### src/rtl/spike_aer_pkg.sv
// Shared widths, event-word layout, scan FSM encoding and the priority helper
// for the spike-to-AER encoder.
package spike_aer_pkg;
  localparam int NEURONS_DEF    = 4;
  localparam int ADDR_W_DEF     = 2;
  localparam int TS_W_DEF       = 4;
  localparam int FIFO_DEPTH_DEF = 4;
  localparam int LSB_MAX_W      = 32;

  localparam logic [0:0] ST_IDLE = 1'b0;
  localparam logic [0:0] ST_SCAN = 1'b1;

  // Event word: timestep stamp in the MSBs, neuron address in the LSBs.
  typedef struct packed {
    logic [TS_W_DEF-1:0]   ts;
    logic [ADDR_W_DEF-1:0] addr;
  } aer_word_t;

  function automatic int unsigned lsb_index(input logic [LSB_MAX_W-1:0] v);
    lsb_index = 0;
    for (int i = LSB_MAX_W - 1; i >= 0; i--)
      if (v[i]) lsb_index = i;
  endfunction
endpackage

### src/rtl/spike_aer_if.sv
// Spike-vector input and AER event stream; master is the encoder side.
interface spike_aer_if #(
    parameter int NEURONS = 4,
    parameter int TS_W    = 4,
    parameter int ADDR_W  = 2
);
    logic                   spike_valid;
    logic [NEURONS-1:0]     spikes;
    logic                   aer_valid;
    logic                   aer_ready;
    logic [TS_W+ADDR_W-1:0] aer_data;

    modport master (
        input  spike_valid, spikes, aer_ready,
        output aer_valid, aer_data
    );
    modport slave (
        output spike_valid, spikes, aer_ready,
        input  aer_valid, aer_data
    );
endinterface

### src/rtl/sync_fifo.sv
// Show-ahead synchronous FIFO; full/empty come from the registered count,
// so a push into a full FIFO is refused even when a pop happens that cycle.
module sync_fifo #(
    parameter int WIDTH = 6,
    parameter int DEPTH = 4
) (
    input  logic             clk,
    input  logic             reset,
    input  logic             push,
    input  logic [WIDTH-1:0] push_data,
    input  logic             pop,
    output logic [WIDTH-1:0] rd_data,
    output logic             full,
    output logic             empty
);
    localparam int PTR_W = (DEPTH > 1) ? $clog2(DEPTH) : 1;

    logic [WIDTH-1:0] mem [DEPTH];
    logic [PTR_W-1:0] wr_ptr, rd_ptr;
    logic [PTR_W:0]   count;
    logic             do_push, do_pop;

    assign full    = (count == (PTR_W+1)'(DEPTH));
    assign empty   = (count == '0);
    assign do_push = push && !full;
    assign do_pop  = pop && !empty;
    // Gate the head so stale storage never leaks out after reset.
    assign rd_data = empty ? '0 : mem[rd_ptr];

    always_ff @(posedge clk) begin
        if (do_push) mem[wr_ptr] <= push_data;
    end

    always_ff @(posedge clk or posedge reset) begin
        if (reset) begin
            wr_ptr <= '0;
            rd_ptr <= '0;
            count  <= '0;
        end else begin
            if (do_push) wr_ptr <= wr_ptr + PTR_W'(1);
            if (do_pop)  rd_ptr <= rd_ptr + PTR_W'(1);
            case ({do_push, do_pop})
                2'b10:   count <= count + (PTR_W+1)'(1);
                2'b01:   count <= count - (PTR_W+1)'(1);
                default: count <= count;
            endcase
        end
    end
endmodule

### src/rtl/spike_aer_encoder.sv
// Captures per-timestep spike vectors, serialises set bits into {ts, addr}
// event words lowest address first, and counts vectors it had to drop.
module spike_aer_encoder
    import spike_aer_pkg::*;
#(
    parameter int NEURONS    = NEURONS_DEF,
    parameter int ADDR_W     = ADDR_W_DEF,
    parameter int TS_W       = TS_W_DEF,
    parameter int FIFO_DEPTH = FIFO_DEPTH_DEF
) (
    input  logic       clk,
    input  logic       reset,
    spike_aer_if.master bus,
    output logic       busy,
    output logic       overflow,
    output logic [7:0] drop_count
);
    localparam int EVT_W = TS_W + ADDR_W;

    logic [0:0]         state, state_nxt;
    logic [NEURONS-1:0] pending, remaining, pending_nxt;
    logic [TS_W-1:0]    ts_cnt, pend_ts;
    logic [ADDR_W-1:0]  scan_addr;
    logic [EVT_W-1:0]   push_data;
    logic               fifo_full, fifo_empty;
    logic               emit, accept, drop;

    assign scan_addr = ADDR_W'(lsb_index(LSB_MAX_W'(pending)));
    assign emit      = (state == ST_SCAN) && !fifo_full;
    assign remaining = emit ? (pending & (pending - NEURONS'(1))) : pending;
    // A new vector fits only if the scan finishes this very cycle.
    assign accept    = bus.spike_valid && (remaining == '0);
    assign drop      = bus.spike_valid && (bus.spikes != '0) && !accept;
    assign pending_nxt = accept ? bus.spikes : remaining;
    assign state_nxt   = (pending_nxt != '0) ? ST_SCAN : ST_IDLE;
    assign push_data   = {pend_ts, scan_addr};
    assign busy        = (state == ST_SCAN);

    always_ff @(posedge clk or posedge reset) begin
        if (reset) begin
            state      <= ST_IDLE;
            pending    <= '0;
            pend_ts    <= '0;
            ts_cnt     <= '0;
            overflow   <= 1'b0;
            drop_count <= '0;
        end else begin
            state   <= state_nxt;
            pending <= pending_nxt;
            if (bus.spike_valid) ts_cnt <= ts_cnt + TS_W'(1);
            if (accept)          pend_ts <= ts_cnt;
            if (drop) begin
                overflow <= 1'b1;
                if (drop_count != 8'hFF) drop_count <= drop_count + 8'd1;
            end
        end
    end

    sync_fifo #(.WIDTH(EVT_W), .DEPTH(FIFO_DEPTH)) u_fifo (
        .clk       (clk),
        .reset     (reset),
        .push      (emit),
        .push_data (push_data),
        .pop       (!fifo_empty && bus.aer_ready),
        .rd_data   (bus.aer_data),
        .full      (fifo_full),
        .empty     (fifo_empty)
    );

    assign bus.aer_valid = !fifo_empty;
endmodule

### src/flat_wrapper.sv
// flat-port wrapper written by rule: the top's interface ports become plain ports
module spike_aer_encoder_flat import spike_aer_pkg::*;
#(
    parameter int NEURONS    = NEURONS_DEF,
    parameter int ADDR_W     = ADDR_W_DEF,
    parameter int TS_W       = TS_W_DEF,
    parameter int FIFO_DEPTH = FIFO_DEPTH_DEF
)
  (clk, reset, busy, overflow, drop_count, bus_spike_valid, bus_spikes, bus_aer_ready, bus_aer_valid, bus_aer_data);
  spike_aer_if #(.NEURONS(NEURONS), .TS_W(TS_W), .ADDR_W(ADDR_W)) bus_i ();
  input  logic clk;
  input  logic reset;
  output logic busy;
  output logic overflow;
  output logic [7:0] drop_count;
  input wire logic [$bits(bus_i.spike_valid)-1:0] bus_spike_valid;
  input wire logic [$bits(bus_i.spikes)-1:0] bus_spikes;
  input wire logic [$bits(bus_i.aer_ready)-1:0] bus_aer_ready;
  output wire logic [$bits(bus_i.aer_valid)-1:0] bus_aer_valid;
  output wire logic [$bits(bus_i.aer_data)-1:0] bus_aer_data;
  assign bus_i.spike_valid = bus_spike_valid;
  assign bus_i.spikes = bus_spikes;
  assign bus_i.aer_ready = bus_aer_ready;
  assign bus_aer_valid = bus_i.aer_valid;
  assign bus_aer_data = bus_i.aer_data;
  spike_aer_encoder #(.NEURONS(NEURONS), .ADDR_W(ADDR_W), .TS_W(TS_W), .FIFO_DEPTH(FIFO_DEPTH)) u_core (.clk(clk), .reset(reset), .bus(bus_i), .busy(busy), .overflow(overflow), .drop_count(drop_count));
endmodule
### config.mk
export PLATFORM = sky130hd
export DESIGN_NAME = spike_aer_encoder_flat
export DESIGN_NICKNAME = d
export VERILOG_FILES = /design/src/rtl/spike_aer_pkg.sv /design/src/rtl/spike_aer_if.sv /design/src/rtl/sync_fifo.sv /design/src/rtl/spike_aer_encoder.sv /design/src/flat_wrapper.sv
export SDC_FILE = /design/constraint.sdc
export NUM_CORES = 1
export LEC_CHECK = 0
export CAP_MARGIN = 20
export CORE_MARGIN = 1
export CORE_UTILIZATION = 60
export DETAILED_ROUTE_END_ITERATION = 16
export GPL_TIMING_DRIVEN = 0
export PLACE_DENSITY = 0.88
export REMOVE_ABC_BUFFERS = 1
export SETUP_SLACK_MARGIN = 0.5
export SLEW_MARGIN = 15
export SYNTH_ARGS = -nofsm -noshare
export SYNTH_HDL_FRONTEND = slang
export SYNTH_SLANG_ARGS = --single-unit
### constraint.sdc
create_clock -name clk -period 6.8 [get_ports clk]
set_clock_uncertainty 0.1 [all_clocks]
set_input_delay 1.36 -clock clk [delete_from_list [all_inputs] [get_ports clk]]
set_output_delay 1.36 -clock clk [all_outputs]
set_load 0.05 [all_outputs]
==> metrics.txt, run 1 <==
CP required 5.34 ns; unrepaired setup endpoints after global routing false; mux contribution to synthesized area 0.100; PortBufs 24; starting density of the core 0.649; initial antenna violation count 0; Synth Flop Type dfrtp_1; fin util 0.737; Die H 66.1 µm; largest family of logic cells by synthesized area simple AND/OR/NAND/NOR gates; Rel. slew slack 0.571; pin count of the biggest net entering global routing 30; setup_tns 0 ns; highest net fanout along the worst path 8; DR DRC count 0; Critical path destination bus_aer_data[4]; maxcap violations 0; post-CTS setup buffers 0; cell depth of the worst flop-to-flop path 5; outcome finished clean; clock slew at reported path FFs 0.09 ns; Tightest Pin Transition 0.642 ns; Die X 66.1 µm; Clock Path Buffers 2; Async SR Flop Fraction 0.547; worst flop-to-flop path startpoint u_core.u_fifo.count[0]; nets ~220; DR WL/cell 16.5 µm; Core Region 3800 µm²; global-route wire length before repair between 7000 and 8000 µm; post-synthesis xor/xnor area fraction 0.0462; Synth Warn # 0; FMAX 0.264 GHz; Register-to-Register Setup Slack 4.27 ns; Hold Slack 0.378 ns; n_diodes 0; Slew Limit Fails 0; Mapped Avg Cell Area 13.8 µm²; EDFF count, synth 24; reg2reg end u_core.drop_count[7]; gpl congestion ~0.85; GRT Total Usage 0.225; CP arrival 2.32 ns; Area Growth Syn to Fin 13.7%; Post-Synthesis Cells approximately 180; Inst Count DP 243; vias per inst ~6; share of cells above drive strength 1 0.177; clock latency on the worst-skew pair 0.30 ns; most frequent cells in the layout dfrtp_1, clkdlybuf4s50_1, edfxtp_1; flop and latch count out of synthesis between 50 and 60; number of DRC markers in iteration 0 76; HP Class flip-flop to flip-flop; TritonRoute pass-1 iters 4; post-synth top area share 0.295; nature of the critical path endpoint output pin; final setup fails 0; std cell rows 22; critical path type flip-flop to output pin; vias 1,493; CTS H-tree depth 2; CP Launch Type flip-flop; post-synthesis cell area 2460 µm²; DIE AREA 4370 µm²; sequential cell area fraction in the yosys report 0.587; distinct cell type count after synthesis 45; final wirelength 4130 µm; post-route minimum period approximately 3.8 ns; simple-gate share of the synthesized area 0.120; fin cells 251; vias in the first global route 1,520; GRT overflow 0; post-CTS sizing 0; worst setup path start u_core.u_fifo.rd_ptr[0]; cts-stage hold buffer count 0; CTS tree done; hpwl dp around 3000 µm; Clock Sinks 53; Synth Area in Adders 0.0437; largest cells by area after synthesis dfrtp_1, edfxtp_1, mux4_2; commonest non-fill, non-tap cell in the layout dfrtp_1; clk root buf clkbuf_8; # IOs 25; Period Utilization, post-route 0.556; Synth area leader dfrtp_1; CTS Buf Count 5; Compound-Gate Fraction of Synth Area 0.0670; Final Hold Violating Endpoints 0; Detail Route Antenna Nets 0
[per-stage QoR]
step	setup WS, ns	instance area [µm²]
final	3.02	2800
after global routing	2.90	2800
after CTS	2.96	2800
after detailed placement	3.30	2710
after global placement	3.32	2710
after floorplan	3.90	2410
[logic make-up (layout without fill, tap and decap cells)]
family | after synthesis | after routing
flops | 53 | 53
compound gates | 21 | 21
buf+inv | 17 | 41
mux | 16 | 16
simple gates | 51 | 51
fa+ha+maj | 8 | 8
xor+xnor | 13 | 13
[cells in the mapped netlist, types with 5 or more instances]
cell type,number
dfrtp_1,29
a21oi_1,6
ha_1,7
edfxtp_1,24
nand3_1,5
xnor2_1,9
mux4_2,6
and2_1,7
nor2_1,5
nand2_1,12
mux2_2,9
inv_1,9
[per-layer routing]
metal / part of all wire / up-vias / global-route usage
met4: 0.014 / 0 / 0.0851
met3: 0.034 / 8 / 0.0483
met1: 0.41 / 755 / 0.285
li1: - / 691 / -
met5: 0 / - / 0
met2: 0.54 / 39 / 0.380
[critical path, cell delays in order, from the launching register on]
cell	delay, ns
dfrtp_1	0.61
mux4_2	0.55
and2_1	0.17
clkdlybuf4s50_1	0.69
[sequential cells by signal, indices dropped and copies added, names as in the netlist]
| signal | count |
|---|---|
| u_core.u_fifo.mem | 24 |
| u_core.drop_count | 8 |
| u_core.pend_ts | 4 |
| u_core.pending | 4 |
| u_core.ts_cnt | 4 |
| u_core.u_fifo.count | 3 |
| u_core.u_fifo.rd_ptr | 2 |
| u_core.u_fifo.wr_ptr | 2 |
| u_core.busy | 1 |
| u_core.overflow | 1 |
[layout make-up]
class                           instances  area [µm²]
Clock buffer                            5        68.8
Clock inverter                          3        21.3
Fill cell                             256         998
Inverter                                9        33.8
Multi-Input combinational cell        109         930
Sequential cell                        53        1450
Tap cell                               48        60.1
Timing Repair Buffer                   24         240
[how the worst min path moves through the flow]
stage	from	endpoint	slack, ns	cells past startpoint
floorplan	u_core.ts_cnt[3]	u_core.ts_cnt[3]	0.34	1
global placement	u_core.overflow	u_core.overflow	0.34	1
detailed placement	u_core.overflow	u_core.overflow	0.36	1
CTS	u_core.ts_cnt[3]	u_core.ts_cnt[3]	0.38	1
global route	u_core.overflow	u_core.overflow	0.40	1
finish	u_core.overflow	u_core.overflow	0.38	1
Power of run 1 is left out: the tool's default activity adds up to more than one toggle a clock period on the data nets, which glitch-free logic cannot reach.
==> run 2, diff against run 1 <==
CORE_UTILIZATION = 51   (was 60)
PLACE_DENSITY = 0.8   (was 0.88)
clock period = 3.47 ns   (was 6.8 ns; I/O delays follow)
==> run 2 against run 1 <==
Compared with the run above: clock-buffer cell count rose by 1; via count rose by 0.80%; sequential share of layout area decreased by 0.30 points; first-iteration DRC count shrank 7.9%; non-clock buffer count grew 1; hold slack got worse by 0.0086 ns; die area up 17%; routed wire length is 4.4% higher; critical path type unchanged.
==> metrics.txt, run 2 (synthesized netlist as in run 1, its figures left out) <==
share of cells above drive strength 1 0.176; setup_tns 0 ns; vias in the first global route roughly 1,500; TritonRoute pass-1 iters 4; CP arrival 2.08 ns; pin count of the biggest net entering global routing 30; PnR worst setup slack 0.599 ns; starting density of the core 0.547; outcome finished clean; DIE AREA 5110 µm²; commonest non-fill, non-tap cell in the layout dfrtp_1; vias between 1,500 and 2,000; CTS tree done; std cell rows 24; HP Class flip-flop to flip-flop; Clock Sinks 53; Rel. slew slack 0.594; Biggest register u_core.u_fifo.mem; DR DRC count 0; area of the multi-input gates 930 µm²; post-route minimum period 2.87 ns; DR WL/cell ~17 µm; Die H 71.5 µm; pre-CTS WS between 0.6 and 0.7 ns; unrepaired setup endpoints after global routing false; vias per inst 5.88; Tightest Pin Transition 0.607 ns; CP Launch Type flip-flop; Area Growth Syn to Fin 14.4%; PortBufs 24; gpl congestion roughly 0.95; CP required ~2.7 ns; clock latency on the worst-skew pair 0.31 ns; GRT overflow 0; Reg area about 1400 µm²; CTS Buf Count 5; worst flop-to-flop path startpoint u_core.u_fifo.count[0]; global-route wire length before repair 7210 µm; Largest register FFs 24; final wirelength 4320 µm; hold path endpoint u_core.overflow; Slew Limit Fails 0; worst hold path depth 1; maxcap violations 0; Register-to-Register Setup Slack 0.95 ns; worst hold path startpoint u_core.overflow; final setup fails 0; number of DRC markers in iteration 0 70; n_diodes 0; highest net fanout along the worst path 8; clock slew at reported path FFs 0.08 ns; cell depth of the worst flop-to-flop path 5; FMAX 0.348 GHz; Detail Route Antenna Nets 0; nature of the critical path endpoint output pin; top flop regs u_core.u_fifo.mem (24), u_core.drop_count (8); post-CTS setup buffers 0; Final Hold Violating Endpoints 0; critical path type flip-flop to output pin; Period Utilization, post-route 0.827; Die X 71.5 µm; CTS H-tree depth 2; # IOs 25; Clock Path Buffers 2; reg2reg end u_core.drop_count[7]; hpwl dp roughly 3000 µm; most frequent cells in the layout dfrtp_1, edfxtp_1, clkdlybuf4s50_1; clk root buf clkbuf_8; GRT Total Usage 0.189; nets 219; final-layout fill cell count 350; initial antenna violation count 0; Core Region between 4000 and 5000 µm²
run 2: changes by cell type in the layout (fill, tap and decap cells not counted), sizes merged:
cell / change
buf: +1
clkbuf: +1
clkdlybuf4s50: -6
clkinv: +2
clkinvlp: -1
dlygate4sd2: +6
inv: -2
run 2: worst max path at each step:
stage,startpoint,end,depth (start not counted)
final,u_core.u_fifo.count[0],bus_aer_valid,2
after global routing,u_core.u_fifo.count[0],bus_aer_valid,2
after CTS,u_core.u_fifo.count[0],bus_aer_valid,2
after detailed placement,u_core.u_fifo.rd_ptr[0],bus_aer_data[2],3
after global placement,u_core.u_fifo.rd_ptr[0],bus_aer_data[4],3
after floorplan,u_core.u_fifo.count[0],u_core.u_fifo.count[2],8
run 2: critical path, cell delays in order, from the launching register on:
cell and delay (ns):
dfrtp_1 0.46, or3_2 0.57, clkdlybuf4s50_1 0.74
run 2: through the flow:
step	cells	util	instance area (µm²)	hold WS, ns
after floorplan	171	-	2410	0.342
after global placement	247	0.603	2720	0.343
after detailed placement	247	0.603	2720	0.348
after CTS	255	0.620	2790	0.373
after global routing	256	0.626	2820	0.394
final	256	0.626	2820	0.369
run 2: final cells by class:
| type | count | area share |
|---|---|---|
| clock buffers | 6 | 0.0257 |
| multi-input cells | 109 | 0.330 |
| well taps | 52 | 0.0231 |
| flip-flops and latches | 53 | 0.514 |
| inverters | 9 | 0.0120 |
| repair buffers | 25 | 0.0923 |
| clock inverters | 2 | 0.00355 |
run 2: timing repair:
action                                 4_1_cts  5_1_grt
hold buffers                                 0        0
endpoints found under the hold margin        0        0
setup endpoints to repair                    6        0
gates resized for setup                      7        0
run 2: per-layer routing:
layer	track usage	part of all wire
met1	0.216	0.41
met2	0.347	0.53
met3	0.0366	0.047
met4	0.0806	0.015
met5	0	0
Power of run 2 is left out for the same reason.
